===== src/rtl/csa_accum_ctrl_if.sv =====
// Handshake bundle for csa_accum_ctrl: job start, beat input and result output.
// CSA_ACCUM_STALL_CNT_EN adds the stall_cnt observation signal.
interface csa_accum_ctrl_if #(
    parameter int MAX_BEATS = 16,
    parameter int CNT_W     = $clog2(MAX_BEATS + 1)
);
    logic                  start;
    logic [CNT_W-1:0]      num_beats;
    logic                  in_valid;
    logic                  in_ready;
    logic [3:0][18:0]      in_data;
    logic                  out_valid;
    logic                  out_ready;
    logic [18:0]           out_sum;
    logic                  busy;
`ifdef CSA_ACCUM_STALL_CNT_EN
    logic [15:0]           stall_cnt;

    modport master (
        output start, num_beats, in_valid, in_data, out_ready,
        input  in_ready, out_valid, out_sum, busy, stall_cnt
    );

    modport slave (
        input  start, num_beats, in_valid, in_data, out_ready,
        output in_ready, out_valid, out_sum, busy, stall_cnt
    );
`else
    modport master (
        output start, num_beats, in_valid, in_data, out_ready,
        input  in_ready, out_valid, out_sum, busy
    );

    modport slave (
        input  start, num_beats, in_valid, in_data, out_ready,
        output in_ready, out_valid, out_sum, busy
    );
`endif
endinterface


===== src/rtl/csa_accum_ctrl.sv =====
// Multi-beat carry-save accumulator sharing one 6:2 compressor, with a final resolve add.
// Optional macro CSA_ACCUM_STALL_CNT_EN adds a saturating ACCUM stall counter.

module add_16_6 (
    input  logic [18:0] in0,
    input  logic [18:0] in1,
    input  logic [18:0] in2,
    input  logic [18:0] in3,
    input  logic [18:0] in4,
    input  logic [18:0] in5,
    output logic [18:0] c,
    output logic [18:0] s
);
    // One 3:2 row: {carry shifted left by one (bit 18 carry dropped), sum}
    function automatic logic [37:0] csa32(input logic [18:0] a,
                                          input logic [18:0] b,
                                          input logic [18:0] d);
        logic [18:0] maj_v;
        logic [18:0] xor_v;
        maj_v = (a & b) | (a & d) | (b & d);
        xor_v = a ^ b ^ d;
        return {maj_v[17:0], 1'b0, xor_v};
    endfunction

    logic [37:0] row1_s;
    logic [37:0] row2_s;
    logic [37:0] row3_s;
    logic [37:0] row4_s;

    assign row1_s = csa32(in0, in1, in2);
    assign row2_s = csa32(in3, in4, in5);
    assign row3_s = csa32(row1_s[18:0], row1_s[37:19], row2_s[18:0]);
    assign row4_s = csa32(row3_s[18:0], row3_s[37:19], row2_s[37:19]);
    assign c      = row4_s[37:19];
    assign s      = row4_s[18:0];
endmodule

module csa_accum_ctrl #(
    parameter int MAX_BEATS = 16,
    parameter int CNT_W     = $clog2(MAX_BEATS + 1)
) (
    input  logic             clk,
    input  logic             reset,
    csa_accum_ctrl_if.slave  bus
);
    localparam logic [1:0] ST_IDLE    = 2'd0;
    localparam logic [1:0] ST_ACCUM   = 2'd1;
    localparam logic [1:0] ST_RESOLVE = 2'd2;
    localparam logic [1:0] ST_DONE    = 2'd3;

    localparam logic [CNT_W-1:0] CNT_MAX = CNT_W'(MAX_BEATS);
    localparam logic [CNT_W-1:0] CNT_ONE = CNT_W'(1);
    localparam logic [CNT_W-1:0] CNT_ZERO = CNT_W'(0);

    logic [1:0]        state_r;
    logic [1:0]        state_nx_s;
    logic [CNT_W-1:0]  cnt_r;
    logic [CNT_W-1:0]  load_cnt_s;
    logic [18:0]       acc_c_r;
    logic [18:0]       acc_s_r;
    logic [18:0]       csa_c_s;
    logic [18:0]       csa_s_s;
    logic [18:0]       sum_r;
    logic              in_ready_r;
    logic              out_valid_r;
    logic              busy_r;
    logic              in_hs_s;
    logic              start_acc_s;

    assign in_hs_s     = bus.in_valid & in_ready_r;
    assign start_acc_s = (state_r == ST_IDLE) & bus.start;

    add_16_6 u_csa (
        .in0 (bus.in_data[0]),
        .in1 (bus.in_data[1]),
        .in2 (bus.in_data[2]),
        .in3 (bus.in_data[3]),
        .in4 (acc_c_r),
        .in5 (acc_s_r),
        .c   (csa_c_s),
        .s   (csa_s_s)
    );

    // Clip the requested beat count to MAX_BEATS
    always_comb begin
        load_cnt_s = bus.num_beats;
        if (bus.num_beats > CNT_MAX) begin
            load_cnt_s = CNT_MAX;
        end else begin
            load_cnt_s = bus.num_beats;
        end
    end

    // Next-state decode
    always_comb begin
        state_nx_s = state_r;
        case (state_r)
            ST_IDLE: begin
                if (bus.start) begin
                    if (load_cnt_s == CNT_ZERO) begin
                        state_nx_s = ST_RESOLVE;
                    end else begin
                        state_nx_s = ST_ACCUM;
                    end
                end else begin
                    state_nx_s = ST_IDLE;
                end
            end
            ST_ACCUM: begin
                if (in_hs_s && (cnt_r == CNT_ONE)) begin
                    state_nx_s = ST_RESOLVE;
                end else begin
                    state_nx_s = ST_ACCUM;
                end
            end
            ST_RESOLVE: begin
                state_nx_s = ST_DONE;
            end
            ST_DONE: begin
                if (bus.out_ready) begin
                    state_nx_s = ST_IDLE;
                end else begin
                    state_nx_s = ST_DONE;
                end
            end
            default: begin
                state_nx_s = ST_IDLE;
            end
        endcase
    end

    // State register and flags registered from the next state, so outputs never see inputs combinationally
    always_ff @(posedge clk) begin
        if (reset) begin
            state_r     <= ST_IDLE;
            in_ready_r  <= 1'b0;
            out_valid_r <= 1'b0;
            busy_r      <= 1'b0;
        end else begin
            state_r     <= state_nx_s;
            in_ready_r  <= (state_nx_s == ST_ACCUM);
            out_valid_r <= (state_nx_s == ST_DONE);
            busy_r      <= (state_nx_s != ST_IDLE);
        end
    end

    // Redundant accumulator, beat counter and resolved result
    always_ff @(posedge clk) begin
        if (reset) begin
            acc_c_r <= 19'd0;
            acc_s_r <= 19'd0;
            cnt_r   <= CNT_ZERO;
            sum_r   <= 19'd0;
        end else begin
            case (state_r)
                ST_IDLE: begin
                    if (bus.start) begin
                        acc_c_r <= 19'd0;
                        acc_s_r <= 19'd0;
                        cnt_r   <= load_cnt_s;
                    end else begin
                        cnt_r   <= cnt_r;
                    end
                end
                ST_ACCUM: begin
                    if (in_hs_s) begin
                        acc_c_r <= csa_c_s;
                        acc_s_r <= csa_s_s;
                        cnt_r   <= cnt_r - CNT_ONE;
                    end else begin
                        cnt_r   <= cnt_r;
                    end
                end
                ST_RESOLVE: begin
                    sum_r <= acc_c_r + acc_s_r;
                end
                ST_DONE: begin
                    sum_r <= sum_r;
                end
                default: begin
                    cnt_r <= CNT_ZERO;
                end
            endcase
        end
    end

`ifdef CSA_ACCUM_STALL_CNT_EN
    logic [15:0] stall_cnt_r;

    // Saturating count of ACCUM cycles without an offered beat
    always_ff @(posedge clk) begin
        if (reset) begin
            stall_cnt_r <= 16'd0;
        end else if (start_acc_s) begin
            stall_cnt_r <= 16'd0;
        end else if ((state_r == ST_ACCUM) && !bus.in_valid && (stall_cnt_r != 16'hFFFF)) begin
            stall_cnt_r <= stall_cnt_r + 16'd1;
        end else begin
            stall_cnt_r <= stall_cnt_r;
        end
    end

    assign bus.stall_cnt = stall_cnt_r;
`else
    logic unused_start_acc_s;
    assign unused_start_acc_s = start_acc_s;
`endif

    assign bus.in_ready  = in_ready_r;
    assign bus.out_valid = out_valid_r;
    assign bus.out_sum   = sum_r;
    assign bus.busy      = busy_r;
endmodule


===== src/flat_wrapper.sv =====
// flat-port wrapper written by rule: the top's interface ports become plain ports
module csa_accum_ctrl_flat 
#(
    parameter int MAX_BEATS = 16,
    parameter int CNT_W     = $clog2(MAX_BEATS + 1)
)
  (clk, reset, bus_start, bus_num_beats, bus_in_valid, bus_in_data, bus_out_ready, bus_in_ready, bus_out_valid, bus_out_sum, bus_busy);
  csa_accum_ctrl_if #(.MAX_BEATS(MAX_BEATS), .CNT_W(CNT_W)) bus_i ();
  input  logic clk;
  input  logic reset;
  input wire logic [$bits(bus_i.start)-1:0] bus_start;
  input wire logic [$bits(bus_i.num_beats)-1:0] bus_num_beats;
  input wire logic [$bits(bus_i.in_valid)-1:0] bus_in_valid;
  input wire logic [$bits(bus_i.in_data)-1:0] bus_in_data;
  input wire logic [$bits(bus_i.out_ready)-1:0] bus_out_ready;
  output wire logic [$bits(bus_i.in_ready)-1:0] bus_in_ready;
  output wire logic [$bits(bus_i.out_valid)-1:0] bus_out_valid;
  output wire logic [$bits(bus_i.out_sum)-1:0] bus_out_sum;
  output wire logic [$bits(bus_i.busy)-1:0] bus_busy;
  assign bus_i.start = bus_start;
  assign bus_i.num_beats = bus_num_beats;
  assign bus_i.in_valid = bus_in_valid;
  assign bus_i.in_data = bus_in_data;
  assign bus_i.out_ready = bus_out_ready;
  assign bus_in_ready = bus_i.in_ready;
  assign bus_out_valid = bus_i.out_valid;
  assign bus_out_sum = bus_i.out_sum;
  assign bus_busy = bus_i.busy;
  csa_accum_ctrl #(.MAX_BEATS(MAX_BEATS), .CNT_W(CNT_W)) u_core (.clk(clk), .reset(reset), .bus(bus_i));
endmodule

===== config.mk =====
export PLATFORM = sky130hd
export DESIGN_NAME = csa_accum_ctrl_flat
export DESIGN_NICKNAME = d
export VERILOG_FILES = /design/src/rtl/csa_accum_ctrl_if.sv /design/src/rtl/csa_accum_ctrl.sv /design/src/flat_wrapper.sv
export SDC_FILE = /design/constraint.sdc
export NUM_CORES = 1
export LEC_CHECK = 0
export ABC_AREA = 1
export CAP_MARGIN = 25
export CORE_UTILIZATION = 57
export DETAILED_ROUTE_END_ITERATION = 8
export PLACE_DENSITY = 0.9
export SLEW_MARGIN = 20
export SYNTH_ARGS = -nofsm -noshare
export SYNTH_HDL_FRONTEND = slang
export SYNTH_SLANG_ARGS = --single-unit
export TNS_END_PERCENT = 5

===== constraint.sdc =====
create_clock -name clk -period 5.65 [get_ports clk]
set_input_delay 0.8475 -clock clk [delete_from_list [all_inputs] [get_ports clk]]
set_output_delay 0.8475 -clock clk [all_outputs]
set_load 0.005 [all_outputs]

Word level (Yosys, flattened, before mapping)
Index checks and enable logic that the tools add are counted.
Widths: inputs -> output; s select.
{"block": "totals", "wordCells": 68, "input_bits": 86, "out_inout_bits": 22, "regBits": 67}
{"block": "classes", "n_bitwise": 29, "n_addsub": 2, "n_reduce_logical": 6, "n_eq_ne": 8, "order_cmp": 1, "muxes": 14}
{"operator": "$and 18x18->18", "n": 12}
{"operator": "$xor 19x19->19", "n": 8}
{"operator": "$or 18x18->18", "n": 8}
{"operator": "$pmux 19 s2", "n": 2}
{"operator": "$mux 19", "n": 3}
{"operator": "$add 19x19->19", "n": 1}
{"operator": "$mux 5", "n": 3}
{"operator": "$pmux 5 s2", "n": 1}
{"operator": "$mux 2", "n": 4}
{"operator": "$pmux 2 s4", "n": 1}
{"operator": "$eq 2x2->1 const B", "n": 3}
{"operator": "$eq 5x1->1 const B", "n": 1}
{"operator": "$gt 5x5->1 const B", "n": 1}
{"operator": "$logic_not 5->1", "n": 1}
{"operator": "$sub 5x1->5 const B", "n": 1}
{"operator": "$eq 2x1->1 const B", "n": 2}
{"operator": "$reduce_bool 2->1", "n": 2}
{"operator": "$reduce_and 3->1", "n": 1}
{"operator": "$logic_not 2->1", "n": 1}
{"operator": "$ne 2x1->1 const B", "n": 1}
{"operator": "$ne 2x2->1 const B", "n": 1}
{"operator": "$and 1x1->1", "n": 1}
{"operator": "$logic_and 1x1->1", "n": 1}

Logic depth before layout (Yosys ltp)
Gate-level depths: netlist of the first run.
{"block": "logic_depth", "depth_word": 11, "ltp_mapped": 13, "ltp_nobuf": 13}

Modules after synthesis
A second synthesis of the first run with hierarchy kept.
{"block": "unflattened", "cells_unflattened": 639, "hier_area_um2": 5203.7}
{"mod": "csa_accum_ctrl", "seq_area_each_um2": 1341.3, "cells_each": 531, "n_inst": 1, "area_per_inst_um2": 3614.7}
{"mod": "add_16_6", "seq_area_each_um2": 0.0, "cells_each": 108, "n_inst": 1, "area_per_inst_um2": 1589.0}

Worst setup path before layout of the first run
No wires, ideal clock.
{"block": "synth_path", "path_type": "input-to-reg", "start": "input port bus_in_data[1]", "end": "register u_core.acc_s_r[1]", "slack_ns": 2.917, "arrival_time_ns": 2.617, "setup_ns": 0.116, "cell_stages": 6, "t_required_ns": 5.534, "n_path_buf": 0, "cell_sequence": "fa_1 > inv_1 > fa_1 > fa_1 > o21ai_0 > o211a_1"}
{"block": "synth_between", "elab_chain_cells": 8}
{"element": "start: declaration", "line_no": "flat_wrapper.sv:14", "text": "input wire logic [$bits(bus_i.in_data)-1:0] bus_in_data;"}
{"element": "$xor 19x19->19 (6 in series)", "line_no": "csa_accum_ctrl.sv:21", "text": "xor_v = a ^ b ^ d;"}
{"element": "$mux 19", "line_no": "csa_accum_ctrl.sv:166", "text": "if (in_hs_s) begin"}
{"element": "$pmux 19 s2", "line_no": "csa_accum_ctrl.sv:155", "text": "case (state_r)"}
{"element": "end signal: assignment", "line_no": "csa_accum_ctrl.sv:168", "text": "acc_s_r <= csa_s_s;"}
{"element": "end: declaration", "line_no": "csa_accum_ctrl.sv:60", "text": "logic [18:0] acc_s_r;"}
No other way between the ends. The select of a mux whose other input is x is not followed.
A chain may end at the register's enable or synchronous reset.

==> flow_metrics.tcl, run 1 <==
set metrics [dict create \
    outcome "completed" \
    slew_viol_final 0 \
    syn_to_final_growth_pct 24.8 \
    ios 108 \
    drt-met1-wl_um 5260 \
    wl_um 12400 \
    r2r_slack_ps 3250 \
    worstRegToRegCells 8 \
    ys_seq_area_frac 0.243 \
    antenna_found_initial 0 \
    cts_root_buf "clkbuf_8" \
    peakVddDrop_mv 0.195 \
    dr_total_vias 4565 \
    yosys_register_bits 65 \
    grt-ovfl-total 0 \
    tightest_slew_ps 938 \
    cts_buffers 9 \
    slew_headroom 0.374 \
    synthCells 673 \
    yosys.area_share.simple 0.182 \
    final_cell_mix "150 x inv_1, 129 x nand2_1, 107 x clkdlybuf4s50_1, 69 x fa_1, 65 x dfxtp_1" \
    cp.arrival_ps 3380 \
    dpl.cell_count 873 \
    period_share 0.557 \
    via_per_inst 5.13 \
    ys_types 34 \
    path_class "input pin to flop" \
    cts_tree "done" \
    tns_ps 0 \
    path_common_cell "nand2_1" \
    cts_setup_buffers 0 \
    layout_commonest_cell "inv_1" \
    hpwl_um 9870 \
    io_buffers 107 \
    drive_gt1_frac 0.0398 \
    crit_chain "clkdlybuf4s50_1 -> clkinv_1 -> buf_4 -> nand2_1 -> nand2_1" \
    synth_xor_xnor_area_share 0.00980 \
    dieWidth_um 99.0 \
    wl_met2_um 6420 \
    synth-compound-area-share 0.130 \
    routabilityCongestion 0.823 \
    leakagePower_nw 3.48 \
    multi_input_area_sq_um 3370 \
    clock.fmax_mhz 318 \
    avgSynthCellArea_sq_um 7.97 \
    hold_class "flop to flop" \
    synthesis.nets 849 \
    cts.sinks 65 \
    nFillCells 706 \
    cap_violations 0 \
    whs_ps 509 \
    start_kind "input pin" \
    power_density_nw_per_um2 245 \
    drtIter0Drc 155 \
    rows 35 \
    highest_layer "met4" \
    layout_min_cycle_time_ps 3150 \
    cts-resized-gates 0 \
    cp.required_ps 5880 \
    avgRoutedWirePerCell_um 13.9 \
    hold_buffers 0 \
    hold_depth 2 \
    slowest_delay_ps 1010 \
    num_antenna_cells 0 \
    dieArea_sq_um 9800 \
    rsz0062_at_grt "false" \
    synth_area_leader_cell "fa_1" \
    antenna_left 0 \
    finalSetupViolations 0 \
    initial_core_util 0.583 \
    finalHoldViolCount 0 \
    skew_ps 16.5 \
    drtPass1Iterations 4 \
    dpl_worst_slack_ps 2150 \
    cp_max_fo 25 \
    synth_top_family_by_area "adder cells" \
    synthMuxAreaShare 0 \
    total_power_mw 1.64 \
    remaining_drc_errors 0 \
    regArea_sq_um 1300 \
    netlist_top_cells_area "fa_1 26%, dfxtp_1 24%, inv_1 11%, nand2_1 9.0%, o211a_1 5.6%" \
    yosysWarnings 0 \
    synthArstFlopShare 0 \
    grt_max_degree 67 \
    die_y_um 99.0 \
    netlist.area_leader.share 0.258 \
    clockBufferDepth 2 \
    coreArea_sq_um 9200 \
    met3_length_um 545 \
    grt_usage 0.272 \
    cts.htree.levels 3 \
    fin_ws_ps 2500 \
    clkLatencyLatePin_ps 350 \
    final_cell_area_sq_um 6690 \
    utilization 0.728 \
    synth_area_sq_um 5360 \
    synth_ff_type "dfxtp_1" \
    num-nets-final 949 \
    end_kind "flop" \
    synthAdderAreaFrac 0.307 \
    cp_slowest_cell "clkdlybuf4s50_1" \
    grt_first_pass_wirelength_um 21200 \
    synth_edf_count 0 \
    clkTransAtPathRegs_ps 80 \
    grt_pass1_vias 4851 \
    place_area_sq_um 6480 \
    layout.cells.non_filler 889 \
]
==> synth_stat cells (all sizes together) (6+ instances only) <==
cell	number
inv	154
nand2	129
fa	69
dfxtp	65
nor2	58
o21ai	46
nand3	31
o211a	30
ha	21
a21oi	19
buf	10
clkbuf	10
nor3	6
==> report_power, final <==
group	leakage (nW)	switching, mW	internal, mW
clock	0.107	0.204	0.213
sequential	0.532	0.0446	0.502
combinational	2.84	0.367	0.307
==> routing by layer <==
metal / track usage / up-vias
met5: 0 / -
met4: 0.0838 / 0
met3: 0.0397 / 14
met2: 0.498 / 113
met1: 0.329 / 2168
li1: - / 2270
==> sequential cells by signal, summed over array words and instances, names as in the netlist <==
register and flops:
u_core.acc_s_r 19, u_core.bus.out_sum 19, u_core.acc_c_r 17, u_core.cnt_r 5, u_core.state_r 2, u_core.bus.busy 1, u_core.bus.in_ready 1, u_core.bus.out_valid 1
==> area by class of cell <==
type	instances	area share
clock inverter	7	0.0127
multi-input combinational	433	0.504
clock buffer	9	0.0185
timing repair buffer	109	0.162
tap	111	0.0208
inverter	155	0.0873
sequential	65	0.194
==> worst paths after layout <==
path	start	endpoint
worst max-delay path	reset	u_core.bus.busy
worst min-delay path	u_core.acc_s_r[18]	u_core.acc_s_r[18]
worst max register to register	u_core.state_r[0]	u_core.acc_c_r[16]
worst min register to register	u_core.acc_s_r[18]	u_core.acc_s_r[18]
==> kinds of logic after synthesis <==
group | Yosys count
AOI/OAI and AO/OA | 105
and+or+nand+nor | 232
adders and majority gates | 90
buffers and inverters | 175
DFF | 65
xor gates and xnor gates | 6
==> worst max-delay path, delay by kind of cell <==
kind                   cells  cell delay, ps
AND/OR/NAND/NOR            2             230
buffers and inverters      3            2280
(Power assumes the default switching activity.)
==> run 2, diff against run 1 <==
--- a/config.mk
+++ b/config.mk
@@ -7,9 +7,9 @@
 export LEC_CHECK = 0
 export ABC_AREA = 1
 export CAP_MARGIN = 25
-export CORE_UTILIZATION = 57
+export CORE_UTILIZATION = 53
 export DETAILED_ROUTE_END_ITERATION = 8
-export PLACE_DENSITY = 0.9
+export PLACE_DENSITY = 0.85
 export SLEW_MARGIN = 20
 export SYNTH_ARGS = -nofsm -noshare
 export SYNTH_HDL_FRONTEND = slang
==> constraint.sdc (replaced) <==
create_clock -name clk -period 2.9 [get_ports clk]
set_input_delay 0.435 -clock clk [delete_from_list [all_inputs] [get_ports clk]]
set_output_delay 0.435 -clock clk [all_outputs]
set_load 0.005 [all_outputs]
==> flow_metrics.tcl, run 2 (synthesis gave the netlist of run 1 again) <==
set metrics [dict create \
    outcome "completed" \
    wl_um 12000 \
    slew_viol_final 0 \
    rows 36 \
    start_kind "input pin" \
    layout_min_cycle_time_ps 2550 \
    cp.required_ps 3140 \
    grt_max_degree 65 \
    leakagePower_nw 3.49 \
    cts.sinks 65 \
    path_class "input pin to flop" \
    dieWidth_um 103 \
    via_per_inst 5.04 \
    syn_to_final_growth_pct 25.9 \
    cp_max_fo 1 \
    grt_pass1_vias 4717 \
    peakVddDrop_mv 0.301 \
    clockBufferDepth 2 \
    routabilityCongestion 0.809 \
    num_antenna_cells 0 \
    power_density_nw_per_um2 469 \
    remaining_drc_errors 0 \
    path_common_cell "fa_1" \
    end_kind "flop" \
    die_y_um 103 \
    skew_ps 8.90 \
    clock.fmax_mhz 392 \
    initial_core_util 0.549 \
    drive_gt1_frac 0.0460 \
    cts_tree "done" \
    utilization 0.691 \
    hpwl_um 9550 \
    layout.cells.non_filler 916 \
    cts_setup_buffers 0 \
    cts_buffers 9 \
    coreArea_sq_um 9770 \
    avgRoutedWirePerCell_um 13.1 \
    cp_slowest_cell "fa_1" \
    layout_commonest_cell "inv_1" \
    cap_violations 0 \
    grt_first_pass_wirelength_um 20500 \
    drtIter0Drc 173 \
    ios 108 \
    io_buffers 107 \
    clkLatencyLatePin_ps 340 \
    cp_top_family "adder cells" \
    antenna_found_initial 0 \
    slew_headroom 0.393 \
    crit_chain "clkdlybuf4s50_1 -> fa_1 -> inv_1 -> fa_1 -> fa_1 -> o21ai_0 -> o211a_1" \
    slowest_delay_ps 560 \
    tightest_slew_ps 911 \
    dpl.cell_count 900 \
    path_buf_inv 2 \
    whs_ps 510 \
    antenna_left 0 \
    hold_class "flop to flop" \
    finalHoldViolCount 0 \
    cts.htree.levels 3 \
    grt-ovfl-total 0 \
    dr_total_vias 4614 \
    period_share 0.879 \
    cp.arrival_ps 2790 \
    hold_buffers 0 \
    dieArea_sq_um 10500 \
    num-nets-final 954 \
    final_cell_mix "150 x inv_1, 129 x nand2_1, 107 x clkdlybuf4s50_1, 69 x fa_1, 65 x dfxtp_1" \
    rsz0062_at_grt "false" \
    drtPass1Iterations 5 \
    finalSetupViolations 0 \
    cts_root_buf "clkbuf_8" \
    clkTransAtPathRegs_ps 80 \
    cts-resized-gates 0 \
    grt_usage 0.249 \
]
==> run 2: final timing paths <==
check,start,endpoint,slack (ps),cells after the start
min reg2reg,u_core.acc_s_r[18],u_core.acc_s_r[18],510,2
max,bus_in_data[4],u_core.acc_s_r[4],350,7
max reg2reg,u_core.acc_s_r[5],u_core.acc_s_r[5],580,6
min,u_core.acc_s_r[18],u_core.acc_s_r[18],510,2
==> run 2: layout make-up <==
cell class	count	area, sq um
repair buffers	114	1120
clock inverters	7	78.8
well taps	133	166
fillers	811	3020
flip-flops and latches	65	1300
multi-input cells	433	3370
inverters	155	584
clock buffers	9	124
==> run 2: worst min-delay path, delay by kind of cell, from the launching register on <==
family,cells,cell delay (ps)
AOI/OAI and AO/OA,1,50
DFF,1,340
and+or+nand+nor,1,80
==> run 2: metrics by stage <==
step	total power [mW]	setup TNS, ps	setup slack [ps]	cell area, sq um
finish	3.17	0	351	6750
global route	3.45	0	286	6750
CTS	3.20	0	350	6750
detailed placement	2.40	-35.4	-20.7	6550
global placement	2.30	0	62.6	6550
floorplan	1.96	0	579	5360
==> run 2: power by group <==
part           internal, mW  total [mW]  switching (mW)
combinational         0.608        1.32           0.714
clock                 0.402       0.784           0.382
sequential            0.977        1.06          0.0842
total                  1.99        3.17            1.18
==> run 2: metal layers <==
metal,track usage,part of all wire
met5,0,0
met4,0.0868,0.020
met3,0.0386,0.050
met2,0.458,0.52
met1,0.293,0.41
==> edit (config.mk and constraints of run 1) <==
`MAX_BEATS` is set to 16 in 3 places; all go to 8.
--- a/src/rtl/csa_accum_ctrl_if.sv
+++ b/src/rtl/csa_accum_ctrl_if.sv
@@ -2,5 +2,5 @@
 // CSA_ACCUM_STALL_CNT_EN adds the stall_cnt observation signal.
 interface csa_accum_ctrl_if #(
-    parameter int MAX_BEATS = 16,
+    parameter int MAX_BEATS = 8,
     parameter int CNT_W     = $clog2(MAX_BEATS + 1)
 );
--- a/src/rtl/csa_accum_ctrl.sv
+++ b/src/rtl/csa_accum_ctrl.sv
@@ -37,5 +37,5 @@
 
 module csa_accum_ctrl #(
-    parameter int MAX_BEATS = 16,
+    parameter int MAX_BEATS = 8,
     parameter int CNT_W     = $clog2(MAX_BEATS + 1)
 ) (
--- a/src/flat_wrapper.sv
+++ b/src/flat_wrapper.sv
@@ -2,5 +2,5 @@
 module csa_accum_ctrl_flat 
 #(
-    parameter int MAX_BEATS = 16,
+    parameter int MAX_BEATS = 8,
     parameter int CNT_W     = $clog2(MAX_BEATS + 1)
 )
Interface: changed (resized bus_num_beats); port bits go from 108 to 107. The function was not compared with the original's and may differ.
==> edit against run 1 <==
The run now ends with DRC left. Total power fell by 1.8%. Routed wire length fell by 6.7%. Worst setup slack improved by 0.16 ns. Synthesized area fell by 2.0%. Fmax rose by 5.4%. Sequential cell count fell by 1. Synthesized cell count fell by 3.7%. Non-clock buffer count fell by 1. Sequential power fell by 2%. Design area fell by 1.3%. Critical path depth rose by 2. Global-route usage fell by 1.1 points.
==> edit: results (changes against run 1) <==
failing checks=DRC; vias in the first global route=4779 (-1.5%); dpl hpwl=9210 µm (-6.7%); sequential element share of the synthesized area=0.244 (+0.00110); fin nets=921 (-3.0%); ratio of cells with drive above 1 in the final layout=0.0360 (-0.00389); worst slack at placement=2.32 ns (+0.166 ns); Avg WL per Cell=13.4 µm (-3.4%); Crit. Startpoint=bus_in_data[3]; fillcell total=648 (-8.2%); Max VDD drop=0.143 mV (-26%); Pleak=3.42 nW (-1.8%); Hold WS=0.515 ns (+0.00575 ns); CP top delay family=adder cells; routability cong.=0.823 (about the same); First-pass DRT Iterations=7 (+3); R2R cell count=6 (-2); Synth cell types=30 (-12%); antenna cell count=0 (unchanged); Slew @ Worst Pin=0.924 ns (-0.0144 ns); vias per cell=5.24 (+2.0%); first-pass GRT wire length=20400 µm (-3.8%); Clock Latency Late Sink=0.33 ns (-0.02 ns); dominant cells by area after synthesis=fa_1 (26%), dfxtp_1 (24%), inv_1 (9.6%), nand2_1 (7.9%), o211a_1 (5.9%); status=complete, but fails checks; end of the worst register-to-register path=u_core.acc_c_r[12]; Post-route DRC=8 (+8); Slowest cell on crit path=fa_1; CP max FO=1 (-96%); Worst Skew=0.00632 ns (-0.0102 ns); Total GRT Usage=0.261 (-0.0108); CP max stage delay=0.54 ns (-0.47 ns); arrival time worst endpoint=3.20 ns (-0.18 ns); r2r setup slk=3.13 ns (-0.12 ns); DRT iter0 DRCs=119 (-23%); Mapped Nets=823 (-3.1%)
-- edit: final cells by class --
| class | count | area [µm²] | share of cell area |
|---|---|---|---|
| inverter | 140 | 526 | 0.0796 |
| clock inverter | 1 | 30.0 | 0.00455 |
| multi-input combinational | 423 | 3330 | 0.504 |
| timing repair buffer | 108 | 1100 | 0.166 |
| sequential | 64 | 1280 | 0.194 |
| tap | 108 | 135 | 0.0205 |
| clock buffer | 15 | 206 | 0.0313 |
-- edit: routing by layer --
metal	global-route usage	up-vias	share of wire
met5	0	-	0
met4	0.100	0	0.024
met3	0.0372	28	0.054
met2	0.493	145	0.53
met1	0.296	2123	0.39
li1	-	2204	-
-- edit: worst max path at each step --
stage,end,cells past startpoint,slack [ns]
finish,u_core.acc_s_r[3],7,2.67
global route,u_core.cnt_r[3],6,2.49
CTS,u_core.acc_s_r[3],7,2.66
detailed placement,u_core.acc_s_r[3],7,2.32
global placement,u_core.bus.busy,4,2.21
floorplan,u_core.acc_s_r[3],6,2.92
-- edit: kinds of logic (layout without fill, tap and decap cells) --
group	count (synthesis)	count (layout)	synth area share
AND/OR/NAND/NOR	213	213	0.165
buffers and inverters	161	264	0.123
AO/OA/AOI/OAI	112	112	0.142
adder cells (fa/ha/maj)	90	90	0.313
flip-flops	64	64	0.244
XOR/XNOR	8	8	0.0133
-- edit: through the flow --
step | instances | cell area, µm²
detailed placement | 843 | 6370
floorplan | 648 | 5260
global placement | 842 | 6340
CTS | 859 | 6600
global route | 859 | 6600
finish | 859 | 6600
-- edit: where the power goes --
part / internal [mW] / total (mW) / switching [mW]
logic: 0.290 / 0.628 / 0.339
registers: 0.491 / 0.534 / 0.0425
clock network: 0.276 / 0.447 / 0.170
